**config.mk**
```make
export PLATFORM = sky130hd
export DESIGN_NAME = csb_master
export DESIGN_NICKNAME = d
export VERILOG_FILES = /design/src/rtl/csb_pkg.sv /design/src/rtl/csb_master_timer.sv /design/src/rtl/csb_master.sv
export SDC_FILE = /design/constraint.sdc
export NUM_CORES = 1
export LEC_CHECK = 0
export CORE_MARGIN = 5
export CORE_UTILIZATION = 37
export CTS_BUF_LIST = sky130_fd_sc_hd__clkbuf_8
export CTS_CLUSTER_DIAMETER = 100
export DETAILED_ROUTE_END_ITERATION = 16
export PLACE_DENSITY = 0.78
export SLEW_MARGIN = 20
export SYNTH_ARGS = -nofsm -noshare
export SYNTH_HDL_FRONTEND = slang
export SYNTH_SLANG_ARGS = --single-unit
```
**constraint.sdc**
```tcl
create_clock -name clk -period 3.2 [get_ports clk]
set_input_delay 0.8 -clock clk [delete_from_list [all_inputs] [get_ports clk]]
set_output_delay 0.8 -clock clk [all_outputs]
set_load 0.01 [all_outputs]
```
**src/rtl/csb_pkg.sv**
```systemverilog
// Shared widths and the state encoding for the CSB initiator.
package csb_pkg;

  localparam int CSB_ADDR_W = 16;
  localparam int CSB_DATA_W = 32;

  typedef enum logic [2:0] {
    S_IDLE       = 3'd0,
    S_REQ        = 3'd1,
    S_WAIT_READ  = 3'd2,
    S_WAIT_WRITE = 3'd3,
    S_RESP       = 3'd4
  } csb_master_state_e;

endpackage

```
**src/rtl/csb_master_timer.sv**
```systemverilog
// Response-wait timer for csb_master; only built when CSB_MASTER_TIMEOUT_EN is defined.
`ifdef CSB_MASTER_TIMEOUT_EN
module csb_master_timer #(
  parameter int TIMEOUT_CYCLES = 1024
) (
  input  logic clk,
  input  logic rst,
  input  logic clear,
  input  logic enable,
  output logic expired
);

  logic [15:0] count_q;

  always_ff @(posedge clk or posedge rst) begin
    if (rst) begin
      count_q <= '0;
    end else if (clear) begin
      count_q <= '0;
    end else if (enable) begin
      count_q <= count_q + 16'd1;
    end
  end

  // Expire on the last counted cycle so the exit lands exactly TIMEOUT_CYCLES after wait entry.
  assign expired = enable && (count_q == 16'(TIMEOUT_CYCLES - 1));

endmodule
`endif

```
**src/rtl/csb_master.sv**
```systemverilog
// CSB initiator: one host register access at a time turned into a CSB request plus one response pulse.
// Optional response timeout is compiled in with CSB_MASTER_TIMEOUT_EN.
module csb_master
  import csb_pkg::*;
#(
  parameter int TIMEOUT_CYCLES = 1024
) (
  input  logic                  clk,
  input  logic                  rst,
  input  logic                  req_valid_i,
  output logic                  req_ready_o,
  input  logic [CSB_ADDR_W-1:0] req_addr_i,
  input  logic [CSB_DATA_W-1:0] req_wdata_i,
  input  logic                  req_write_i,
  input  logic                  req_nposted_i,
  output logic                  rsp_valid_o,
  output logic [CSB_DATA_W-1:0] rsp_rdata_o,
  output logic                  rsp_error_o,
  output logic                  csb_valid_o,
  output logic [CSB_ADDR_W-1:0] csb_addr_o,
  output logic [CSB_DATA_W-1:0] csb_wdat_o,
  output logic                  csb_write_o,
  output logic                  csb_nposted_o,
  input  logic                  csb_ready_i,
  input  logic                  csb_r_valid_i,
  input  logic [CSB_DATA_W-1:0] csb_r_data_i,
  input  logic                  csb_wr_complete_i,
  output logic                  stray_rsp_o,
  output csb_master_state_e     dbg_state_o
);

  // Handshakes: a transfer happens on a rising edge where valid & ready are both high;
  // valid is never withdrawn and its fields never change until that transfer.
  csb_master_state_e     state_q, state_d;
  logic [CSB_ADDR_W-1:0] addr_q;
  logic [CSB_DATA_W-1:0] wdata_q;
  logic [CSB_DATA_W-1:0] rdata_q;
  logic                  write_q;
  logic                  nposted_q;
  logic                  stray_q;
  logic                  stray_set;
  logic                  timed_out;

  always_ff @(posedge clk or posedge rst) begin
    if (rst) begin
      state_q <= S_IDLE;
    end else begin
      state_q <= state_d;
    end
  end

  always_comb begin
    state_d = state_q;
    case (state_q)
      S_IDLE:       if (req_valid_i) state_d = S_REQ;
      S_REQ: begin
        if (csb_ready_i) begin
          if (!write_q)      state_d = S_WAIT_READ;
          else if (nposted_q) state_d = S_WAIT_WRITE;
          else               state_d = S_RESP;
        end
      end
      S_WAIT_READ:  if (csb_r_valid_i || timed_out) state_d = S_RESP;
      S_WAIT_WRITE: if (csb_wr_complete_i || timed_out) state_d = S_RESP;
      S_RESP:       state_d = S_IDLE;
      default:      state_d = S_IDLE;
    endcase
  end

  always_comb begin
    req_ready_o = 1'b0;
    csb_valid_o = 1'b0;
    rsp_valid_o = 1'b0;
    case (state_q)
      S_IDLE:  req_ready_o = 1'b1;
      S_REQ:   csb_valid_o = 1'b1;
      S_RESP:  rsp_valid_o = 1'b1;
      default: ;
    endcase
  end

  // A response is only expected in the matching wait state; anything else is recorded.
  assign stray_set = (csb_r_valid_i && state_q != S_WAIT_READ) ||
                     (csb_wr_complete_i && state_q != S_WAIT_WRITE);

  always_ff @(posedge clk or posedge rst) begin
    if (rst) begin
      addr_q    <= '0;
      wdata_q   <= '0;
      rdata_q   <= '0;
      write_q   <= 1'b0;
      nposted_q <= 1'b0;
      stray_q   <= 1'b0;
    end else begin
      if (state_q == S_IDLE && req_valid_i) begin
        addr_q    <= req_addr_i;
        wdata_q   <= req_wdata_i;
        write_q   <= req_write_i;
        nposted_q <= req_write_i & req_nposted_i;
        rdata_q   <= '0;
      end
      if (state_q == S_WAIT_READ && csb_r_valid_i) begin
        rdata_q <= csb_r_data_i;
      end
      if (stray_set) begin
        stray_q <= 1'b1;
      end
    end
  end

`ifdef CSB_MASTER_TIMEOUT_EN
  logic in_wait;
  logic error_q;
  logic timeout_taken;

  assign in_wait = (state_q == S_WAIT_READ) || (state_q == S_WAIT_WRITE);

  csb_master_timer #(
    .TIMEOUT_CYCLES(TIMEOUT_CYCLES)
  ) u_timer (
    .clk    (clk),
    .rst    (rst),
    .clear  (csb_valid_o && csb_ready_i),
    .enable (in_wait),
    .expired(timed_out)
  );

  // A response arriving on the expiry cycle still wins over the timeout.
  assign timeout_taken = timed_out &&
                         ((state_q == S_WAIT_READ && !csb_r_valid_i) ||
                          (state_q == S_WAIT_WRITE && !csb_wr_complete_i));

  always_ff @(posedge clk or posedge rst) begin
    if (rst) begin
      error_q <= 1'b0;
    end else if (state_q == S_IDLE) begin
      error_q <= 1'b0;
    end else if (timeout_taken) begin
      error_q <= 1'b1;
    end
  end

  assign rsp_error_o = rsp_valid_o & error_q;
`else
  assign timed_out   = 1'b0;
  assign rsp_error_o = 1'b0;
`endif

  assign rsp_rdata_o   = rsp_valid_o ? rdata_q : '0;
  assign csb_addr_o    = addr_q;
  assign csb_wdat_o    = wdata_q;
  assign csb_write_o   = write_q;
  assign csb_nposted_o = nposted_q;
  assign stray_rsp_o   = stray_q;
  assign dbg_state_o   = state_q;

endmodule

```
Yosys cells after proc, flatten, opt, wreduce, memory -nomap -nowiden
Cells that the tools add are included.
- output and inout bits: 90
- logic and storage cells: 39
- bits of input ports: 88
- bits in registers: 86
- muxes and demuxes: 13
- bitwise operators: 1
- reduce and logical (&&, ||, !) cells: 8
- equal/unequal tests: 10
- operator list (cell ; number):
    $mux W32 ; 3
    $mux W3 ; 6
    $pmux W3 S4 ; 1
    $ne A2 B2 Y1 const B ; 4
    $eq A3 B2 Y1 const B ; 2
    $ne A3 B2 Y1 const B ; 2
    $logic_and A1 B1 Y1 ; 4
    $reduce_and A4 Y1 ; 1
    $eq A3 B1 Y1 const B ; 1
    $eq A3 B3 Y1 const B ; 1
    $logic_not A3 Y1 ; 1
    $mux W1 ; 3
    $reduce_bool A2 Y1 ; 1
    $and A1 B1 Y1 ; 1
    $logic_or A1 B1 Y1 ; 1

Logic depth before layout (Yosys ltp)
Gate-level depths: netlist (run 1).
- depth after elaboration: 4
- depth in mapped cells: 6
- mapped depth without buffers: 3

Worst setup path after synthesis (run 1)
Ideal clock, no wire load.
- kind: flip-flop to output port
- start: register state_q[2], in the netlist dbg_state_o[2]
- end: output rsp_rdata_o[22]
- cell stages (with the launch flop): 5
- path buffers: 2
- arrival time: 1.406 ns
- slack: 0.994 ns
- data required time: 2.400 ns
- path through: dfrtp_1 buf_6 nor3b_1 clkbuf_1 and2_1
- cells in the longest elaborated chain, start to end: 3
- RTL lines (what ; line ; RTL):
    from (decl) ; csb_master.sv:34 ; csb_master_state_e state_q, state_d;
    from (signal assigned) ; csb_master.sv:48 ; state_q <= state_d;
    $eq A3 B3 Y1 ; csb_master.sv:74 ; case (state_q)
    $mux W1 ; csb_master.sv:74 ;
    via rsp_valid_o ; csb_master.sv:16 ; output logic rsp_valid_o,
    $mux W32 ; csb_master.sv:149 ; assign rsp_rdata_o = rsp_valid_o ? rdata_q : '0;
    to (decl) ; csb_master.sv:17 ; output logic [CSB_DATA_W-1:0] rsp_rdata_o,
The timed path passes the listed nets, and every way through them passes these cells.

Final worst setup path (run 1)
- start: register state_q[1], in the netlist dbg_state_o[1]
- end: output rsp_rdata_o[31]
- cells in the longest elaborated chain, start to end: 3
- RTL lines (what ; line):
    $eq A3 B3 Y1 ; csb_master.sv:74
    $mux W1 ; csb_master.sv:74
    $mux W32 ; csb_master.sv:149
No other way between the ends.

==> reports/qor.txt, run 1 <==
Status: finished, final reports clean
Worst setup SP type: flip-flop
Synthesized Nets: 335
Part of the power in registers: 39.3%
Net Sw Frac: 31.5%
Clk buf depth: 2
Tightest Pin Transition: 0.734 ns
Nets@finish: 511
Worst VDD drop: 354 µV
Die height: 108 µm
Critical path depth: 4
# resized after CTS: 0
CP Cell Sequence: nor3b_2 -> buf_4 -> and2_1 -> clkdlybuf4s50_1
Setup TNS: 0 ns
Ys flop type: dfrtp_1
IO Count: 178
Area after DPL: 5420 µm²
Syn Std Cell Area: 3560 µm²
Clock period minus worst slack: 2.74 ns
Vias in the first global route: 2824
Max Cap Viol: 0
Largest delay share family, worst path: buffers and inverters
GRT overflow: 0
Largest area contributor in the netlist: dfrtp_1
Buf/Inv on CP: 2
Comb power frac: 46.5%
Slew Limit Fails: 0
Worst reg-to-reg setup slack: 1.24 ns
First-pass GRT wire length: 14500 µm
Count of clock tree sinks: 86
Power share of the clock group: 14.2%
Met1 GRT Util: 20.3%
WP data arrival: 1.94 ns
Synthesis Warnings: 0
Clk Latency, worst-skew pair: 0.34 ns
Worst R2R Path Depth: 4
Synth Area per Inst: 14.4 µm²
CTS tree: done
Setup-failing EPs final: 0
Routed len/inst: 16.4 µm
CP max FO: 33
DRC: 0
Port buffer count: 176
Count of flip-flops with a built-in enable after synthesis: 0
CP Class: flip-flop to primary output
DP HPWL: 6650 µm
Pre-antenna DRT Iters: 4
Die area: 11700 µm²
Setup Buffers After CTS: 0
CTS root buffer: clkbuf_8
#FFs+latches synth: 86
WHS: 0.479 ns
Inserted Diodes: 0
Relative slew slack: 50.9%
Largest net degree at the start of global routing: 87
Design area: 5590 µm²
PD cells: 847 nW/µm²
Crit end category: primary output
Vias: 2625
Site Rows: 35
M2 GR Usage: 25.2%
Vias per inst: 4.71
Post-Syn Instances: 247
Post-CTS Hold Buffers: 0
Synth area leaders: dfrtp_1, mux2_2, a22o_1
Post-Route WL: 9140 µm
Setup Skew: 0.0116 ns
Internal power: 3240 µW
Post-synth ARST share: 100%
Worst EP required: 2.40 ns
Final period util: 85.7%
Critical path's slowest cell: clkdlybuf4s50_1
RSZ-0062 raised after global routing: false
Yosys top cell area share: 60.5%
Starting Density: 38.1%
Total track usage: 15.9%
Core area: 9330 µm²
Busiest layer in global routing: met2
Clock-pin slew of the registers on the worst-case setup and hold paths: 0.08 ns
Initial antenna violation count: 0
Share of cells above drive strength 1: 18.0%
CP startpoint: dbg_state_o[1]$_DFFE_PP0P_
Die span in x: 108 µm
RR Endpoint: csb_wdat_o[12]$_DFFE_PP0P_
Worst min-delay path class: flip-flop to flip-flop
Static Leakage: 0.00237 µW
Count of different cell masters after synthesis: 30
Largest stage delay, worst path: 0.56 ns
CTS H-tree lvls: 3
TritonCTS Buffers: 9
Commonest non-fill, non-tap cell in the layout: clkdlybuf4s50_1
ANT nets after route: 0
Psw: 1490 µW
RR Startpoint: dbg_state_o[1]$_DFFE_PP0P_
CP endpoint: rsp_rdata_o[31]
Met3 usage in global routing: 6.39%
Final Hold Viols: 0
Placer Congestion: 0.731
Post-synthesis sequential area ratio: 60.5%
Most frequent cells in the layout: clkdlybuf4s50_1, dfrtp_1, mux2_2
Fmax: 0.365 GHz
DR iter-0 viols: 121
Synth-to-layout area growth: 57.2%
Finished Core Util: 59.9%
==> cell type report <==
class	count	area, µm²
clock inverters	6	38.8
multi-input cells	140	1260
fillers	768	3740
clock buffers	10	138
well taps	129	161
inverters	2	8.76
repair buffers	184	1830
flip-flops and latches	86	2150
==> power groups by stage <==
stage               Sequential [µW]  Combinational, µW  Clock [µW]
global route                   1940               2360         764
finish                         1860               2200         674
CTS                            1870               2250         710
detailed placement             1870               2250           0
global placement               1860               2180           0
floorplan                      2010               1040           0
==> through the flow <==
| stage | power [µW] | setup WS, ns | cells |
|---|---|---|---|
| after floorplan | 3050 | 0.178 | 247 |
| after global placement | 4050 | 0.620 | 541 |
| after detailed placement | 4120 | 0.579 | 541 |
| after CTS | 4820 | 0.424 | 557 |
| after global routing | 5060 | 0.320 | 557 |
| final | 4740 | 0.459 | 557 |
==> cells by family after synthesis <==
family,Yosys count,share of synthesized area [%]
buffers and inverters,21,4.26
DFF,86,60.5
and+or+nand+nor,50,9.43
AOI/OAI and AO/OA,40,9.36
muxes,49,16.4
other,1,0.105
==> cells in the mapped netlist (2+ instances only) <==
| master | number |
|---|---|
| and2_1 | 32 |
| a22o_1 | 32 |
| nor3b_1 | 2 |
| inv_1 | 2 |
| dfrtp_1 | 86 |
| clkbuf_1 | 8 |
| a21oi_1 | 3 |
| mux2_2 | 41 |
| nand3_1 | 2 |
| nand3b_1 | 2 |
| nand2_1 | 3 |
| mux2_4 | 8 |
| buf_6 | 9 |
==> worst register-to-register path, delay by kind of cell, from the launching register on <==
kind / cells / cell delay (ns)
buf+inv: 2 / 0.74
flops: 1 / 0.40
simple gates: 1 / 0.27
mux: 1 / 0.44
==> flip-flops by register name, indices dropped and copies added (netlist names) <==
register       count
csb_wdat_o        32
dbg_state_o        3
csb_nposted_o      1
stray_rsp_o        1
csb_write_o        1
rdata_q           32
csb_addr_o        16
==> worst min path at each step <==
stage                       startpoint                      end  depth (start not counted)
6_report       stray_rsp_o$_DFFE_PP0P_  stray_rsp_o$_DFFE_PP0P_                          1
5_1_grt        stray_rsp_o$_DFFE_PP0P_  stray_rsp_o$_DFFE_PP0P_                          1
4_1_cts        stray_rsp_o$_DFFE_PP0P_  stray_rsp_o$_DFFE_PP0P_                          1
3_3_place_gp   stray_rsp_o$_DFFE_PP0P_  stray_rsp_o$_DFFE_PP0P_                          1
3_5_place_dp   stray_rsp_o$_DFFE_PP0P_  stray_rsp_o$_DFFE_PP0P_                          1
2_1_floorplan   rdata_q[8]$_DFFE_PP0P_   rdata_q[8]$_DFFE_PP0P_                          1
==> routing by layer <==
metal	wire length (µm)	up-vias
met5	0	-
met4	107	0
met3	810	8
met2	4320	116
met1	3900	1277
li1	-	1224
Note: power is estimated with default switching activity, not from simulation.
==> run 2, diff against run 1 <==
--- a/config.mk
+++ b/config.mk
@@ -5,6 +5,7 @@
 export SDC_FILE = /design/constraint.sdc
 export NUM_CORES = 1
 export LEC_CHECK = 0
+export ABC_CLOCK_PERIOD_IN_PS = 3200
 export CORE_MARGIN = 5
 export CORE_UTILIZATION = 37
 export CTS_BUF_LIST = sky130_fd_sc_hd__clkbuf_8
==> results of run 2 <==
Same layout as run 1: the final DEF is identical, and so are final timing and power.
==> run 3, diff against run 2 <==
--- a/config.mk
+++ b/config.mk
@@ -6,11 +6,13 @@
 export NUM_CORES = 1
 export LEC_CHECK = 0
 export ABC_CLOCK_PERIOD_IN_PS = 3200
+export CAP_MARGIN = 20
 export CORE_MARGIN = 5
 export CORE_UTILIZATION = 37
 export CTS_BUF_LIST = sky130_fd_sc_hd__clkbuf_8
 export CTS_CLUSTER_DIAMETER = 100
 export DETAILED_ROUTE_END_ITERATION = 16
+export GPL_TIMING_DRIVEN = 0
 export PLACE_DENSITY = 0.78
 export SLEW_MARGIN = 20
 export SYNTH_ARGS = -nofsm -noshare
==> run 3 against run 2 <==
Compared with the run above:
- final area rose by 1.7%
- largest cell class unchanged
- sequential share of layout area is 0.66 points lower
- clock skew decreased by 0.0040 ns
- sequential cell count did not move
- power grew 1.9%
- clock power down 2%
- fmax fell by 9.4%
- first-iteration DRC count down 31%
- register-to-register slack about the same
- critical path type unchanged
- critical path depth rose by 1
- setup slack got worse by 0.28 ns
==> reports/qor.txt, run 3 (synthesis gave the netlist of run 1 again) <==
DR iter-0 viols: 83 (-31%)
Vias per inst: 4.73 (+0.38%)
Static Leakage: 0.00241 µW (+1.8%)
Initial antenna violation count: 0 (unchanged)
WHS: 0.482 ns (+0.00219 ns)
Finished Core Util: 61.0% (+1.0 points)
Nets@finish: 523 (+2.3%)
Routed len/inst: 16.7 µm (+1.9%)
Final period util: 94.5% (+8.9 points)
Crit end category: primary output
WP data arrival: 2.22 ns (+0.28 ns)
CP max FO: 10 (-70%)
Die area: 11700 µm² (unchanged)
Worst EP required: 2.40 ns (about the same)
Tightest Pin Transition: 0.766 ns (+0.0317 ns)
Worst Hold Path Cells: 1 (unchanged)
Total track usage: 16.5% (+0.67 points)
Vias in the first global route: 2952 (+4.5%)
CTS tree: done
Hold_sp: stray_rsp_o$_DFFE_PP0P_
GRT overflow: 0 (unchanged)
First-pass GRT wire length: 15000 µm (+3.8%)
Clock-pin slew of the registers on the worst-case setup and hold paths: 0.08 ns (about the same)
Largest net degree at the start of global routing: 57 (-34%)
Setup Buffers After CTS: 0 (unchanged)
Vias: 2687 (+2.4%)
Die span in x: 108 µm (unchanged)
DRC: 0 (unchanged)
Share of cells above drive strength 1: 18.2% (+0.23 points)
ANT nets after route: 0 (unchanged)
Largest delay share family, worst path: buffers and inverters
Port buffer count: 176 (unchanged)
Status: finished, final reports clean
CTS H-tree lvls: 3 (unchanged)
Slew Limit Fails: 0 (unchanged)
RR Startpoint: dbg_state_o[2]$_DFFE_PP0P_
Pre-antenna DRT Iters: 4 (unchanged)
Die height: 108 µm (unchanged)
Synth-to-layout area growth: 59.9%
Worst setup SP type: flip-flop
Relative slew slack: 48.7% (-2.2 points)
Starting Density: 38.1% (unchanged)
Cell Count, Final, Fillers Out: 568 (+2.0%)
Clock period minus worst slack: 3.02 ns (+0.284 ns)
Fmax: 0.331 GHz (-9.4%)
Area after DPL: 5510 µm² (+1.8%)
CP Class: flip-flop to primary output
Post-Route WL: 9500 µm (+3.9%)
Buf/Inv on CP: 3 (+1)
Worst VDD drop: 378 µV (+6.8%)
Final Hold Viols: 0 (unchanged)
Critical path's slowest cell: clkdlybuf4s50_1
RSZ-0062 raised after global routing: false
Site Rows: 35 (unchanged)
Max Cap Viol: 0 (unchanged)
TritonCTS Buffers: 9 (unchanged)
Inserted Diodes: 0 (unchanged)
PD cells: 848 nW/µm² (+0.16%)
Clk buf depth: 2 (unchanged)
Worst Hold End: stray_rsp_o$_DFFE_PP0P_
Most frequent cells in the layout: clkdlybuf4s50_1, dfrtp_1, mux2_2
Worst min-delay path class: flip-flop to flip-flop
Largest stage delay, worst path: 0.54 ns (-0.02 ns)
Placer Congestion: 0.729 (-0.26%)
Worst R2R Path Depth: 4 (unchanged)
IO Count: 178 (unchanged)
Clk Latency, worst-skew pair: 0.33 ns (about the same)
Commonest non-fill, non-tap cell in the layout: clkdlybuf4s50_1
Worst reg-to-reg setup slack: 1.24 ns (about the same)
FILL cells: 770 (+0.26%)
RR Endpoint: csb_wdat_o[14]$_DFFE_PP0P_
Setup Skew: 0.00758 ns (-0.00401 ns)
Core area: 9330 µm² (unchanged)
Count of clock tree sinks: 86 (unchanged)
Design area: 5690 µm² (+1.7%)
Setup-failing EPs final: 0 (unchanged)
DP HPWL: 7260 µm (+9.1%)
CP Cell Sequence: buf_6 -> nor3b_4 -> clkbuf_1 -> and2_1 -> clkdlybuf4s50_1
CTS root buffer: clkbuf_8
Inst Count DP: 553 (+2.2%)
[run 3: worst max-delay path by stage]
stage	start	to	slack, ns	cells past startpoint
CTS	dbg_state_o[2]$_DFFE_PP0P_	rsp_rdata_o[27]	0.02	5
finish	dbg_state_o[2]$_DFFE_PP0P_	rsp_rdata_o[15]	0.18	5
global placement	rst	rdata_q[7]$_DFFE_PP0P_	-1.17	2
floorplan	rst	csb_addr_o[0]$_DFFE_PP0P_	0.18	1
global route	dbg_state_o[2]$_DFFE_PP0P_	rsp_rdata_o[8]	0.02	5
detailed placement	dbg_state_o[2]$_DFFE_PP0P_	rsp_rdata_o[27]	0.13	5
[run 3: layer usage]
metal | track usage [%] | wire, µm | vias to the layer above | share of wire, %
li1 | - | - | 1245 | -
met1 | 19.9 | 3960 | 1316 | 42
met2 | 28.2 | 4640 | 115 | 49
met3 | 5.37 | 770 | 11 | 8.1
met4 | 5.05 | 126 | 0 | 1.3
met5 | 0 | 0 | - | 0
[run 3: layout make-up]
| cell class | instances | area, µm² | share of cell area [%] |
|---|---|---|---|
| tap | 129 | 161 | 2.84 |
| buffer | 19 | 145 | 2.55 |
| sequential | 86 | 2150 | 37.8 |
| timing repair buffer | 177 | 1790 | 31.4 |
| multi-input combinational | 140 | 1260 | 22.2 |
| clock buffer | 10 | 138 | 2.42 |
| clock inverter | 5 | 28.8 | 0.506 |
| inverter | 2 | 10.0 | 0.176 |
[run 3: timing repair]
item                       in CTS  in global routing
gates resized for setup         1                  3
hold buffers                    0                  0
setup endpoints to repair      30                 29
[run 3: per-stage QoR]
step / setup WS (ns) / total power [µW] / TNS (ns)
2_1_floorplan: 0.178 / 3050 / 0
3_3_place_gp: -1.17 / 4130 / -99.73
3_5_place_dp: 0.134 / 4210 / 0
4_1_cts: 0.0171 / 4890 / 0
5_1_grt: 0.0221 / 5150 / 0
6_report: 0.175 / 4830 / 0
[run 3: where the power goes]
group	internal (µW)	leakage [µW]	total [µW]	switching, µW
Clock	294	0.0000907	659	365
Sequential	1590	0.00107	1880	285
Combinational	1420	0.00125	2290	869
Total	3310	0.00241	4830	1520
